[src/rtl/fir_tap_sequencer_if.sv]
`default_nettype none
// ============================================================================
// fir_tap_sequencer_if : sample/result handshake and MAC control bundle.
// Rev 1.0
// ============================================================================
interface fir_tap_sequencer_if #(
    parameter int ADDR_W = 3
);
    logic              inValid;
    logic              inReady;
    logic              sampWe;
    logic [ADDR_W-1:0] sampAddress;
    logic [ADDR_W-1:0] coefAddress;
    logic              accClr;
    logic              accEn;
    logic              outValid;
    logic              outReady;

    modport master (
        input  inValid,
        input  outReady,
        output inReady,
        output sampWe,
        output sampAddress,
        output coefAddress,
        output accClr,
        output accEn,
        output outValid
    );

    modport slave (
        output inValid,
        output outReady,
        input  inReady,
        input  sampWe,
        input  sampAddress,
        input  coefAddress,
        input  accClr,
        input  accEn,
        input  outValid
    );
endinterface
`default_nettype wire

[src/rtl/fir_tap_sequencer.sv]
`default_nettype none
// ============================================================================
// fir_tap_sequencer : FIR control FSM (sample write, TAPS MAC cycles, drain, result).
// Optional back-to-back mode: FIR_TAP_SEQ_B2B_EN.  Rev 1.0
// ============================================================================
module fir_tap_sequencer #(
    parameter int TAPS     = 8,
    parameter int ADDR_W   = 3,
    parameter int PIPE_LAT = 1
) (
    input  logic                 clk,
    input  logic                 rst,
    fir_tap_sequencer_if.master  seq_if
);

    localparam int                  DRAIN_W    = (PIPE_LAT > 1) ? $clog2(PIPE_LAT) : 1;
    localparam logic [ADDR_W-1:0]   LAST_TAP   = ADDR_W'(TAPS - 1);
    localparam logic [DRAIN_W-1:0]  LAST_DRAIN = DRAIN_W'(PIPE_LAT - 1);

`ifdef FIR_TAP_SEQ_B2B_EN
    localparam bit B2B = 1'b1;
`else
    localparam bit B2B = 1'b0;
`endif

    typedef enum logic [2:0] {
        S_IDLE  = 3'd0,
        S_WRITE = 3'd1,
        S_MAC   = 3'd2,
        S_DRAIN = 3'd3,
        S_DONE  = 3'd4
    } state_t;

    state_t              state_q, state_d;
    logic [ADDR_W-1:0]   wrPtr_q, wrPtr_d;
    logic [ADDR_W-1:0]   k_q, k_d;
    logic [DRAIN_W-1:0]  drain_q, drain_d;

    logic                inReady_q, inReady_d;
    logic                sampWe_q, sampWe_d;
    logic [ADDR_W-1:0]   sampAddress_q, sampAddress_d;
    logic [ADDR_W-1:0]   coefAddress_q, coefAddress_d;
    logic                accClr_q, accClr_d;
    logic                accEn_q, accEn_d;
    logic                outValid_q, outValid_d;

    // (ptr - k) mod TAPS with an explicit wrap so non-power-of-2 TAPS stays in range
    function automatic logic [ADDR_W-1:0] rd_addr(input logic [ADDR_W-1:0] ptr,
                                                  input logic [ADDR_W-1:0] k);
        logic [ADDR_W:0] sum;
        if (ptr >= k) begin
            sum = {1'b0, ptr} - {1'b0, k};
        end else begin
            sum = {1'b0, ptr} + (ADDR_W+1)'(TAPS) - {1'b0, k};
        end
        return sum[ADDR_W-1:0];
    endfunction

    always_comb begin
        state_d = state_q;
        wrPtr_d = wrPtr_q;
        k_d     = k_q;
        drain_d = drain_q;

        unique case (state_q)
            S_IDLE: begin
                if (seq_if.inValid && inReady_q) begin
                    state_d = S_WRITE;
                end
            end
            S_WRITE: begin
                k_d     = '0;
                state_d = S_MAC;
            end
            S_MAC: begin
                if (k_q == LAST_TAP) begin
                    state_d = S_DRAIN;
                    drain_d = '0;
                    wrPtr_d = (wrPtr_q == LAST_TAP) ? '0 : wrPtr_q + 1'b1;
                end else begin
                    k_d = k_q + 1'b1;
                end
            end
            S_DRAIN: begin
                if (drain_q == LAST_DRAIN) begin
                    state_d = S_DONE;
                end else begin
                    drain_d = drain_q + 1'b1;
                end
            end
            S_DONE: begin
                if (outValid_q && seq_if.outReady) begin
                    state_d = (B2B && seq_if.inValid) ? S_WRITE : S_IDLE;
                end
            end
            default: state_d = S_IDLE;
        endcase

        // Outputs are registered, so they are decoded from the next state
        inReady_d     = (state_d == S_IDLE);
        sampWe_d      = (state_d == S_WRITE);
        outValid_d    = (state_d == S_DONE);
        accEn_d       = 1'b0;
        accClr_d      = 1'b0;
        sampAddress_d = sampAddress_q;
        coefAddress_d = coefAddress_q;

        unique case (state_d)
            S_IDLE, S_WRITE: begin
                sampAddress_d = wrPtr_d;
            end
            S_MAC: begin
                sampAddress_d = rd_addr(wrPtr_d, k_d);
                coefAddress_d = k_d;
                accEn_d       = 1'b1;
                accClr_d      = (k_d == '0);
            end
            default: ;
        endcase
    end

    always_ff @(posedge clk or negedge rst) begin
        if (!rst) begin
            state_q       <= S_IDLE;
            wrPtr_q       <= '0;
            k_q           <= '0;
            drain_q       <= '0;
            inReady_q     <= 1'b0;
            sampWe_q      <= 1'b0;
            sampAddress_q <= '0;
            coefAddress_q <= '0;
            accClr_q      <= 1'b0;
            accEn_q       <= 1'b0;
            outValid_q    <= 1'b0;
        end else begin
            state_q       <= state_d;
            wrPtr_q       <= wrPtr_d;
            k_q           <= k_d;
            drain_q       <= drain_d;
            inReady_q     <= inReady_d;
            sampWe_q      <= sampWe_d;
            sampAddress_q <= sampAddress_d;
            coefAddress_q <= coefAddress_d;
            accClr_q      <= accClr_d;
            accEn_q       <= accEn_d;
            outValid_q    <= outValid_d;
        end
    end

    // In back-to-back mode inReady follows outReady while a result is pending,
    // which is the only combinational path through this block.
    assign seq_if.inReady     = inReady_q | (B2B & (state_q == S_DONE) & seq_if.outReady);
    assign seq_if.sampWe      = sampWe_q;
    assign seq_if.sampAddress = sampAddress_q;
    assign seq_if.coefAddress = coefAddress_q;
    assign seq_if.accClr      = accClr_q;
    assign seq_if.accEn       = accEn_q;
    assign seq_if.outValid    = outValid_q;

endmodule
`default_nettype wire

[src/flat_wrapper.sv]
// flat-port wrapper written by rule: the top's interface ports become plain ports
module fir_tap_sequencer_flat 
#(
    parameter int TAPS     = 8,
    parameter int ADDR_W   = 3,
    parameter int PIPE_LAT = 1
)
  (clk, rst, seq_if_inValid, seq_if_outReady, seq_if_inReady, seq_if_sampWe, seq_if_sampAddress, seq_if_coefAddress, seq_if_accClr, seq_if_accEn, seq_if_outValid);
  fir_tap_sequencer_if #(.ADDR_W(ADDR_W)) seq_if_i ();
  input  logic clk;
  input  logic rst;
  input wire logic [$bits(seq_if_i.inValid)-1:0] seq_if_inValid;
  input wire logic [$bits(seq_if_i.outReady)-1:0] seq_if_outReady;
  output wire logic [$bits(seq_if_i.inReady)-1:0] seq_if_inReady;
  output wire logic [$bits(seq_if_i.sampWe)-1:0] seq_if_sampWe;
  output wire logic [$bits(seq_if_i.sampAddress)-1:0] seq_if_sampAddress;
  output wire logic [$bits(seq_if_i.coefAddress)-1:0] seq_if_coefAddress;
  output wire logic [$bits(seq_if_i.accClr)-1:0] seq_if_accClr;
  output wire logic [$bits(seq_if_i.accEn)-1:0] seq_if_accEn;
  output wire logic [$bits(seq_if_i.outValid)-1:0] seq_if_outValid;
  assign seq_if_i.inValid = seq_if_inValid;
  assign seq_if_i.outReady = seq_if_outReady;
  assign seq_if_inReady = seq_if_i.inReady;
  assign seq_if_sampWe = seq_if_i.sampWe;
  assign seq_if_sampAddress = seq_if_i.sampAddress;
  assign seq_if_coefAddress = seq_if_i.coefAddress;
  assign seq_if_accClr = seq_if_i.accClr;
  assign seq_if_accEn = seq_if_i.accEn;
  assign seq_if_outValid = seq_if_i.outValid;
  fir_tap_sequencer #(.TAPS(TAPS), .ADDR_W(ADDR_W), .PIPE_LAT(PIPE_LAT)) u_core (.clk(clk), .rst(rst), .seq_if(seq_if_i));
endmodule
[config.mk]
export PLATFORM = sky130hd
export DESIGN_NAME = fir_tap_sequencer_flat
export DESIGN_NICKNAME = d
export VERILOG_FILES = /design/src/rtl/fir_tap_sequencer_if.sv /design/src/rtl/fir_tap_sequencer.sv /design/src/flat_wrapper.sv
export SDC_FILE = /design/constraint.sdc
export NUM_CORES = 1
export LEC_CHECK = 0
export ABC_CLOCK_PERIOD_IN_PS = 2450
export CORE_UTILIZATION = 33
export CTS_CLUSTER_SIZE = 10
export DETAILED_ROUTE_END_ITERATION = 10
export PLACE_DENSITY_LB_ADDON = 0.12
export SYNTH_ARGS = -nofsm -noshare
export SYNTH_HDL_FRONTEND = slang
export SYNTH_SLANG_ARGS = --single-unit
export TNS_END_PERCENT = 20
[constraint.sdc]
create_clock -name clk -period 2.45 [get_ports clk]
set_input_delay 0.245 -clock clk [delete_from_list [all_inputs] [get_ports clk]]
set_output_delay 0.245 -clock clk [all_outputs]
set_load 0.01 [all_outputs]
# ---- Yosys cells after proc, flatten, opt, wreduce, memory -nomap -nowiden
# Cells that the tools add are included.
dict set report word_totals {
  ff_bits 21
  inputBits 4
  word_cells 54
}
dict set report classes {
  add_sub_neg 6
  order_cmp 1
  muxes 17
  n_reduce_logical 9
  n_eq_ne 10
}
# operator n
set op_table {}
lappend op_table {{3-bit 2-to-1 mux} 9}
lappend op_table {{3-bit one-hot mux with 5 select lines} 1}
lappend op_table {{3-bit equality test (second input constant)} 4}
lappend op_table {{3-bit one-hot mux with 2 select lines} 2}
lappend op_table {{3-bit by 1-bit adder with 3-bit output (second input constant)} 3}
lappend op_table {{3-bit by 2-bit equality test with 1-bit output (second input constant)} 3}
lappend op_table {{3-bit zero test} 3}
lappend op_table {{3-bit by 1-bit equality test with 1-bit output (second input constant)} 2}
lappend op_table {{3-bit subtractor} 2}
lappend op_table {{1-bit 2-to-1 mux} 4}
lappend op_table {{2-bit nonzero test} 2}
lappend op_table {{3-bit >= comparator} 1}
lappend op_table {{1-bit logical AND} 2}
lappend op_table {{2-bit by 1-bit != test with 1-bit output (second input constant)} 1}
lappend op_table {{1-bit one-hot mux with 2 select lines} 1}
lappend op_table {{2-bit AND reduction} 1}
lappend op_table {{2-bit OR reduction} 1}
lappend op_table {{1-bit adder (second input constant)} 1}

# ---- Logic depth before layout (Yosys ltp)
# Gate-level depths: netlist (run 1).
dict set report depth {
  depth_word 8
  mapped_depth 8
  ltp_nobuf 7
}

# ---- Least setup slack after synthesis (run 1)
# No wires, ideal clock.
dict set report synth_timing {
  kind {register to register}
  from {register u_core.state_q[0]}
  to {register u_core.sampAddress_q[2], in the netlist u_core.seq_if.sampAddress[2]}
  arrival_time_ns 1.997
  setup_ns 0.141
  stages_incl_launch_ff 9
  path_slack_ns 0.312
  cell_sequence {dfrtp_1 > buf_6 > or3b_4 > or2_1 > buf_6 > a221oi_4 > maj3_1 > xnor2_1 > o221ai_1}
}
dict set report synth_via {
  elab_chain_cells 6
  elab_cells_between_ends 23
  classes_between {add/sub (3); order compare (1); eq/ne (6); mux (9); reduce/logical (4)}
}
# element line_no
set synth_lines {}
lappend synth_lines {{from (decl)} fir_tap_sequencer.sv:34} ;# state_t state_q, state_d;
lappend synth_lines {{from (signal assigned)} fir_tap_sequencer.sv:136} ;# state_q <= state_d;
lappend synth_lines {{3-bit by 2-bit equality test with 1-bit output} fir_tap_sequencer.sv:65} ;# unique case (state_q)
lappend synth_lines {{3-bit 2-to-1 mux} fir_tap_sequencer.sv:65}
lappend synth_lines {{3-bit by 1-bit adder with 3-bit output} fir_tap_sequencer.sv:54} ;# sum = {1'b0, ptr} + (ADDR_W+1)'(TAPS) - {1'b0, k};
lappend synth_lines {{3-bit subtractor} fir_tap_sequencer.sv:54}
lappend synth_lines {{3-bit 2-to-1 mux} fir_tap_sequencer.sv:51} ;# if (ptr >= k) begin
lappend synth_lines {{3-bit one-hot mux with 2 select lines} fir_tap_sequencer.sv:108} ;# unique case (state_d)
lappend synth_lines {{to (signal assigned)} fir_tap_sequencer.sv:142} ;# sampAddress_q <= sampAddress_d;
lappend synth_lines {{to (decl)} fir_tap_sequencer.sv:41} ;# logic [ADDR_W-1:0] sampAddress_q, sampAddress_d;
# Parallel ways exist; a longest one is shown, timed or not.
# A chain may end at the register's enable or synchronous reset.

# ---- Final worst setup path (run 1)
dict set report layout_timing {
  from {register u_core.k_q[0]}
  to {register u_core.sampAddress_q[1], in the netlist u_core.seq_if.sampAddress[1]}
}
dict set report layout_via {
  elab_chain_cells 7
  elab_cells_between_ends 19
  classes_between {add/sub (4); order compare (1); eq/ne (3); mux (8); reduce/logical (3)}
}
# element line_no
set layout_lines {}
lappend layout_lines {{from (decl)} fir_tap_sequencer.sv:36} ;# logic [ADDR_W-1:0] k_q, k_d;
lappend layout_lines {{from (signal assigned)} fir_tap_sequencer.sv:138} ;# k_q <= k_d;
lappend layout_lines {{3-bit equality test} fir_tap_sequencer.sv:76} ;# if (k_q == LAST_TAP) begin
lappend layout_lines {{3-bit 2-to-1 mux} fir_tap_sequencer.sv:76}
lappend layout_lines {{3-bit 2-to-1 mux} fir_tap_sequencer.sv:65}
lappend layout_lines {{3-bit by 1-bit adder with 3-bit output} fir_tap_sequencer.sv:54}
lappend layout_lines {{3-bit subtractor} fir_tap_sequencer.sv:54}
lappend layout_lines {{3-bit 2-to-1 mux} fir_tap_sequencer.sv:51}
lappend layout_lines {{3-bit one-hot mux with 2 select lines} fir_tap_sequencer.sv:108}
# Parallel ways exist; a longest one is shown, timed or not.

==> results.txt, run 1 <==
----------------------------------------------------
[Detailed routing]
  Post-detailed-routing wire length ... 2049 um
  Via Count ... 748
  Detailed Route Iter0 Violations ... 20
  Number of nets still failing antenna checks after routing ... 0
  Number of detailed-route iterations in the first pass ... 4
  Routed vias/inst ... roughly 5.2
  Wirelength per Cell ... 14.23 um
  Number of DRC violations after detailed routing ... 0

[Die]
  Overall die width ... approximately 57 um
  I/O pin count ... 15
  Full die area ... ~0.0032 mm^2
  Y dimension of the die ... about 57 um
  Number of placement rows ... 19
  Initial core utilization ... 0.3555
  Placeable core region ... roughly 0.0028 mm^2

[GRT]
  Total global routing overflow ... 0
  Initial antenna violation count ... 0
  Via count of the first global-routing pass ... roughly 750
  Maximum number of pins on one net before global-route repair ... 21
  Total routing usage reported by global routing ... 0.1400
  First-pass GRT wire length ... approximately 3400 um

[Yosys]
  Simple-gate share of the synthesized area ... 0.1455
  Xor and xnor fraction of the mapped netlist area ... 0.04391
  Post-synthesis cell area ... 997.2 um^2
  Async set-or-reset flop fraction in the synthesized netlist ... 1.000
  Area fraction of the dominant cell type after synthesis ... 0.5019
  Post-synthesis mux area share ... 0.02008
  Net count after synthesis ... about 100
  Portion of the post-synthesis area used by sequential elements ... 0.5019
  Biggest area consumer among synthesized cells ... sky130_fd_sc_hd__dfrtp_1
  Yosys warning count ... 0
  Number of flip-flops and latches in the synthesized netlist ... 20
  Complex-gate fraction of the synthesized area ... 0.1719
  Synthesized area per cell ... 10.39 um^2
  Largest cells by area after synthesis ... sky130_fd_sc_hd__dfrtp_1 (50%), sky130_fd_sc_hd__ha_1 (3.8%), sky130_fd_sc_hd__xnor2_1 (3.5%)
  Adder-cell share of the synthesized area ... 0.04768
  Most used flip-flop cell after synthesis ... sky130_fd_sc_hd__dfrtp_1
  Count of mapped cells out of synthesis ... 96
  Main combinational cell family by area after synthesis ... compound AO/OA/AOI/OAI gates
  Number of synthesized flops with an enable pin ... 0
  Yosys cell types ... 31

[STA]
  Minimum hold slack ... between 0.2 and 0.3 ns
  Setup Viol. Count Final ... 0
  Total negative slack for setup checks ... 0 ns
  Highest Clock Rate ... around 0.45 GHz
  Largest clock skew in the final design ... around 0.003 ns
  Worst slew slack as a fraction of its limit ... 0.6896
  Shortest period the worst path allows ... 2.229 ns
  Portion of the clock cycle consumed by the worst path in the final layout ... 0.9098
  RSZ-0062 raised after global routing ... no
  Transition time at the pin with the least slew margin ... around 0.47 ns
  Number of max-slew violations in the final report ... 0
  Count of final hold-check violations ... 0

[Layout]
  Number of antenna cells inserted ... 0
  Most common cell after layout, fill and taps aside ... sky130_fd_sc_hd__dfrtp_1
  Net count, final ... 122
  Number of fillers in the final layout ... ~300
  Storage cell area ... between 500 and 600 um^2
  Commonest cells after routing, fill and taps aside ... sky130_fd_sc_hd__dfrtp_1 (20), sky130_fd_sc_hd__clkdlybuf4s50_1 (14), sky130_fd_sc_hd__nand2_1 (9), sky130_fd_sc_hd__inv_1 (9), sky130_fd_sc_hd__nor2_1 (7)
  Layout cell share with drive strength beyond 1 ... 0.09735
  Final cell count without fillers ... 144
  Multi-input combinational cell area ... 427.9 um^2
  Syn-to-layout area delta ... 20.45%

[Pwr]
  Cell Int Power ... 1.039 mW
  Share of power burned in registers ... 0.320
  Sw frac ... 0.4161
  Combinational Power Share ... 0.591
  Leakage power summed over all cells ... 0.5701 nW
  Worst VDD drop ... around 0.00058 V
  Clock share of power ... 0.089
  Net switching power figure ... roughly 0.74 mW
  Power per cell area ... 1481 mW/mm^2

[Clock network]
  Insertion delay to the later sink of the worst-skew pair ... approximately 0.3 ns
  TritonCTS clock tree ... done
  Post-CTS Repair Setup Buffers ... 0
  Resized Gates After CTS ... 0
  Maximum clock insertion buffer count ... 2
  H-tree depth reported by CTS ... 1
  Number of clock sinks ... 20
  CTS buffer count ... 3
  Clock root cell ... sky130_fd_sc_hd__clkbuf_4
  Hold buffer count at CTS ... 0
  Clock Pin Slew Worst Setup and Hold Paths ... around 0.11 ns

[Critical path]
  Critical path required time ... about 2.6 ns
  Reg-to-Reg End ... u_core.seq_if.sampAddress[1]
  Setup slack on the worst flop-to-flop path ... 0.22 ns
  Worst reg2reg path depth ... 7
  Maximum fanout along the worst path ... 11
  Slowest cell on the critical path ... sky130_fd_sc_hd__dfrtp_1
  Critical R2R Launch ... u_core.k_q[0]
  Worst Setup Path Type ... flip-flop to flip-flop
  Crit-path cells ... ha_1, nand2_1, or2_1, a221oi_4, xor2_1, xnor2_1, o221ai_1
  Slowest Stage Delay on Critical Path ... 0.44 ns
  Worst EP arrival ... 2.40 ns
  Category of the worst setup path capture point ... flip-flop
  Critical Path Source Type ... flip-flop

[Place]
  Port-buffer cells ... 14
  Placed Cells incl. Taps ... approximately 140
  Detailed-placement wirelength estimate ... approximately 1500 um
  Weighted congestion reported at the end of routability-driven placement ... ~0.76

[Job]
  Number of maximum-capacitance violations ... 0

[Run status]
  Result of the run ... finished clean

[Worst hold path]
  Type of the worst min-delay path ... primary input to async pin

----------------------------------------------------
-- worst max-delay path, delay by kind of cell (launching register included) --
kind | cells | cell delay [ns]
AOI/OAI and AO/OA | 2 | 0.49
and+or+nand+nor | 2 | 0.61
adders and majority gates | 1 | 0.21
xor gates and xnor gates | 2 | 0.36
DFF | 1 | 0.44
-- cells in the mapped netlist (2+ instances only) --
master and count:
sky130_fd_sc_hd__dfrtp_1 20, sky130_fd_sc_hd__inv_1 9, sky130_fd_sc_hd__nand2_1 9, sky130_fd_sc_hd__nor2_1 7, sky130_fd_sc_hd__a21oi_1 6, sky130_fd_sc_hd__o21ai_0 4, sky130_fd_sc_hd__xnor2_1 4, sky130_fd_sc_hd__a21o_1 3
sky130_fd_sc_hd__a32oi_1 3, sky130_fd_sc_hd__ha_1 3, sky130_fd_sc_hd__buf_6 2, sky130_fd_sc_hd__clkbuf_1 2, sky130_fd_sc_hd__mux2i_1 2, sky130_fd_sc_hd__nor2b_1 2, sky130_fd_sc_hd__nor3_1 2, sky130_fd_sc_hd__o221ai_1 2
sky130_fd_sc_hd__o22ai_1 2
-- cell families (layout without fill, tap and decap cells) --
family                   count (synthesis)  count (layout)
XOR/XNOR                                 5               5
flip-flops                              20              20
AO/OA/AOI/OAI                           23              23
adder cells (fa/ha/maj)                  4               4
buffers and inverters                   14              31
multiplexers                             2               2
AND/OR/NAND/NOR                         28              28
-- power groups by stage --
| stage | registers, mW | logic [mW] | clock network [mW] |
|---|---|---|---|
| after floorplan | 0.613 | 0.671 | 0 |
| after global placement | 0.576 | 1.05 | 0 |
| after detailed placement | 0.576 | 1.06 | 0 |
| after CTS | 0.571 | 1.06 | 0.166 |
| after global routing | 0.588 | 1.16 | 0.187 |
| final | 0.569 | 1.05 | 0.158 |
-- stage by stage --
stage / instance area [um^2] / total power [mW] / setup WS (ns) / utilization
finish: 1201 / 1.779 / 0.2210 / 0.4282
CTS: 1201 / 1.800 / 0.2002 / 0.4282
detailed placement: 1179 / 1.636 / 0.2242 / 0.4202
global route: 1201 / 1.932 / 0.05776 / 0.4282
global placement: 1179 / 1.624 / 0.3348 / 0.4202
floorplan: 997.2 / 1.283 / 0.3120 / -
-- how the worst max path moves through the flow --
stage                 startpoint                            to  slack, ns  depth (start not counted)
2_1_floorplan  u_core.state_q[0]  u_core.seq_if.sampAddress[2]       0.31                          8
3_3_place_gp       u_core.k_q[0]  u_core.seq_if.sampAddress[2]       0.33                          7
3_5_place_dp       u_core.k_q[0]  u_core.seq_if.sampAddress[1]       0.22                          7
4_1_cts            u_core.k_q[0]  u_core.seq_if.sampAddress[1]       0.20                          7
5_1_grt            u_core.k_q[0]  u_core.seq_if.sampAddress[1]       0.06                          7
6_report           u_core.k_q[0]  u_core.seq_if.sampAddress[1]       0.22                          7
-- state kept, by name, indices dropped and copies added, names as in the netlist --
register / flops
u_core.k_q: 3
u_core.seq_if.accClr: 1
u_core.seq_if.accEn: 1
u_core.seq_if.coefAddress: 3
u_core.seq_if.inReady: 1
u_core.seq_if.outValid: 1
u_core.seq_if.sampAddress: 3
u_core.seq_if.sampWe: 1
u_core.state_q: 3
u_core.wrPtr_q: 3
-- area by class of cell --
type,instances,share of cell area
sequential,20,0.4167
timing repair buffer,19,0.1479
multi-input combinational,62,0.3563
clock buffer,3,0.01875
inverter,9,0.02813
tap,31,0.03229
-- metal layers --
layer  track usage  share of wire  vias to the layer above
li1              -              -                      370
met5             0              0                        -
met2        0.2218           0.47                       12
met4       0.04878         0.0088                        0
met3       0.04308          0.036                        2
met1        0.1825           0.49                      364
No activity file was read; power rests on OpenSTA's default activity.
==> run 2: changes to the inputs <==
Settings changed: CORE_ASPECT_RATIO from default to 0.75, CORE_UTILIZATION 33 to 25, CTS_CLUSTER_SIZE 10 to 16.
==> results.txt, run 2 (synthesis gave the netlist of run 1 again) <==
----------------------------------------------------
[STA]
  Transition time at the pin with the least slew margin ... 0.4857 ns (+0.02011 ns)
  RSZ-0062 raised after global routing ... no
  Portion of the clock cycle consumed by the worst path in the final layout ... 0.9280 (+0.01816)
  Setup Viol. Count Final ... 0 (unchanged)
  Shortest period the worst path allows ... 2.274 ns (+0.04449 ns)
  Total negative slack for setup checks ... 0 ns (unchanged)
  Highest Clock Rate ... 0.4399 GHz (-2.0%)
  Largest clock skew in the final design ... 0.003811 ns (+0.0008318 ns)
  Worst slew slack as a fraction of its limit ... 0.6728 (-0.01683)
  Minimum hold slack ... 0.3333 ns (+0.05584 ns)
  Count of final hold-check violations ... 0 (unchanged)
  Number of max-slew violations in the final report ... 0 (unchanged)

[Layout]
  Storage cell area ... 500.5 um^2 (unchanged)
  Layout cell share with drive strength beyond 1 ... 0.1130 (+0.01570)
  Number of fillers in the final layout ... 382 (+30%)
  Net count, final ... 123 (+0.82%)
  Multi-input combinational cell area ... 427.9 um^2 (unchanged)
  Most common cell after layout, fill and taps aside ... sky130_fd_sc_hd__dfrtp_1
  Syn-to-layout area delta ... 27.10%
  Number of antenna cells inserted ... 0 (unchanged)
  Core utilization of the finished layout ... 0.3396 (-0.08860)
  Commonest cells after routing, fill and taps aside ... sky130_fd_sc_hd__dfrtp_1 (20), sky130_fd_sc_hd__clkdlybuf4s50_1 (14), sky130_fd_sc_hd__nand2_1 (9), sky130_fd_sc_hd__inv_1 (9), sky130_fd_sc_hd__nor2_1 (7)

[Critical path]
  Critical path required time ... 2.58 ns (-0.04 ns)
  Category of the worst setup path capture point ... flip-flop
  Worst Setup Path Type ... flip-flop to flip-flop
  Worst EP arrival ... 2.40 ns (about the same)
  Worst reg2reg path depth ... 7 (unchanged)
  Maximum fanout along the worst path ... 11 (unchanged)
  Critical Path Source Type ... flip-flop

[Place]
  Detailed-placement wirelength estimate ... 1572 um (+5.1%)
  Port-buffer cells ... 14 (unchanged)
  Weighted congestion reported at the end of routability-driven placement ... 0.7889 (+3.6%)

[Die]
  Initial core utilization ... 0.2672 (-0.08831)
  Placeable core region ... 0.003732 mm^2 (+33%)
  Number of placement rows ... 19 (unchanged)
  I/O pin count ... 15 (unchanged)
  Overall die width ... 74.93 um (+32%)
  Full die area ... 0.004248 mm^2 (+31%)
  Y dimension of the die ... 56.70 um (-0.48%)

[Detailed routing]
  Number of DRC violations after detailed routing ... 0 (unchanged)
  Post-detailed-routing wire length ... 2185 um (+6.6%)
  Routed vias/inst ... 4.593 (-12%)
  Via Count ... 767 (+2.5%)
  Number of detailed-route iterations in the first pass ... 4 (unchanged)
  Detailed Route Iter0 Violations ... 119 (+500%)
  Wirelength per Cell ... 13.08 um (-8.0%)
  Number of nets still failing antenna checks after routing ... 0 (unchanged)

[Clock network]
  CTS buffer count ... 3 (unchanged)
  TritonCTS clock tree ... done
  Clock root cell ... sky130_fd_sc_hd__clkbuf_8
  Maximum clock insertion buffer count ... 2 (unchanged)
  Number of clock sinks ... 20 (unchanged)
  Hold buffer count at CTS ... 0 (unchanged)
  Insertion delay to the later sink of the worst-skew pair ... 0.26 ns (-0.04 ns)
  H-tree depth reported by CTS ... 1 (unchanged)
  Post-CTS Repair Setup Buffers ... 0 (unchanged)
  Resized Gates After CTS ... 0 (unchanged)
  Clock Pin Slew Worst Setup and Hold Paths ... 0.08 ns (-0.03 ns)

[Run status]
  Result of the run ... finished clean

[GRT]
  Via count of the first global-routing pass ... 736 (-2.4%)
  Maximum number of pins on one net before global-route repair ... 21 (unchanged)
  Total routing usage reported by global routing ... 0.1180 (-0.02207)
  First-pass GRT wire length ... 3712 um (+8.5%)
  Total global routing overflow ... 0 (unchanged)
  Initial antenna violation count ... 0 (unchanged)

[Job]
  Number of maximum-capacitance violations ... 0 (unchanged)

[Pwr]
  Worst VDD drop ... 0.0006364 V (+9.7%)
  Power per cell area ... 1517 mW/mm^2 (+2.4%)
  Leakage power summed over all cells ... 0.5884 nW (+3.2%)

[Worst hold path]
  Type of the worst min-delay path ... primary input to async pin

----------------------------------------------------
## run 2: cell count changes in the layout (fill, tap and decap cells not counted)
cell / previous run / this run
sky130_fd_sc_hd__buf_4: 5 / 6
sky130_fd_sc_hd__clkbuf_4: 3 / 0
sky130_fd_sc_hd__clkbuf_8: 0 / 4
## run 2: routing by layer
metal  part of all wire  GRT usage
met1               0.53     0.1785
met2               0.42     0.1609
met3              0.046    0.04309
met4             0.0046    0.01617
met5                  0          0
## run 2: critical path, stage by stage, from the launching register on
cell and delay (ns):
sky130_fd_sc_hd__dfrtp_1 0.43, sky130_fd_sc_hd__ha_1 0.23, sky130_fd_sc_hd__nand2_1 0.24, sky130_fd_sc_hd__or2_1 0.40, sky130_fd_sc_hd__a221oi_4 0.34, sky130_fd_sc_hd__maj3_1 0.24
sky130_fd_sc_hd__xnor2_1 0.12, sky130_fd_sc_hd__o221ai_1 0.13
## run 2: area by class of cell
cell class	instances	area share
sequential	20	0.3949
clock buffer	4	0.04344
inverter	9	0.02665
timing repair buffer	20	0.1461
tap	52	0.05133
multi-input combinational	62	0.3376
## run 2: worst paths after layout
check	start	end	slack [ns]
max	u_core.k_q[0]	u_core.seq_if.sampAddress[2]	0.18
min	rst	u_core.seq_if.sampWe	0.33
max reg2reg	u_core.k_q[0]	u_core.seq_if.sampAddress[2]	0.18
min reg2reg	u_core.seq_if.coefAddress[0]	u_core.seq_if.coefAddress[0]	0.49
max in group asynchronous	rst	u_core.state_q[1]	1.90
min in group clk	u_core.seq_if.coefAddress[0]	u_core.seq_if.coefAddress[0]	0.49
## run 2: power by group
group	internal [mW]	switching, mW	total (mW)	leakage, nW
sequential	0.486	0.112	0.598	0.251
combinational	0.519	0.549	1.07	0.309
clock	0.143	0.113	0.257	0.0288
## run 2: stage by stage
| step | power (mW) | instances | worst slack (ns) | area, um^2 |
|---|---|---|---|---|
| floorplan | 1.283 | 96 | 0.3120 | 997.2 |
| global placement | 1.671 | 163 | 0.2118 | 1212 |
| detailed placement | 1.666 | 163 | 0.2018 | 1212 |
| CTS | 1.941 | 167 | 0.1868 | 1267 |
| global route | 2.072 | 167 | 0.01140 | 1267 |
| finish | 1.923 | 167 | 0.1765 | 1267 |
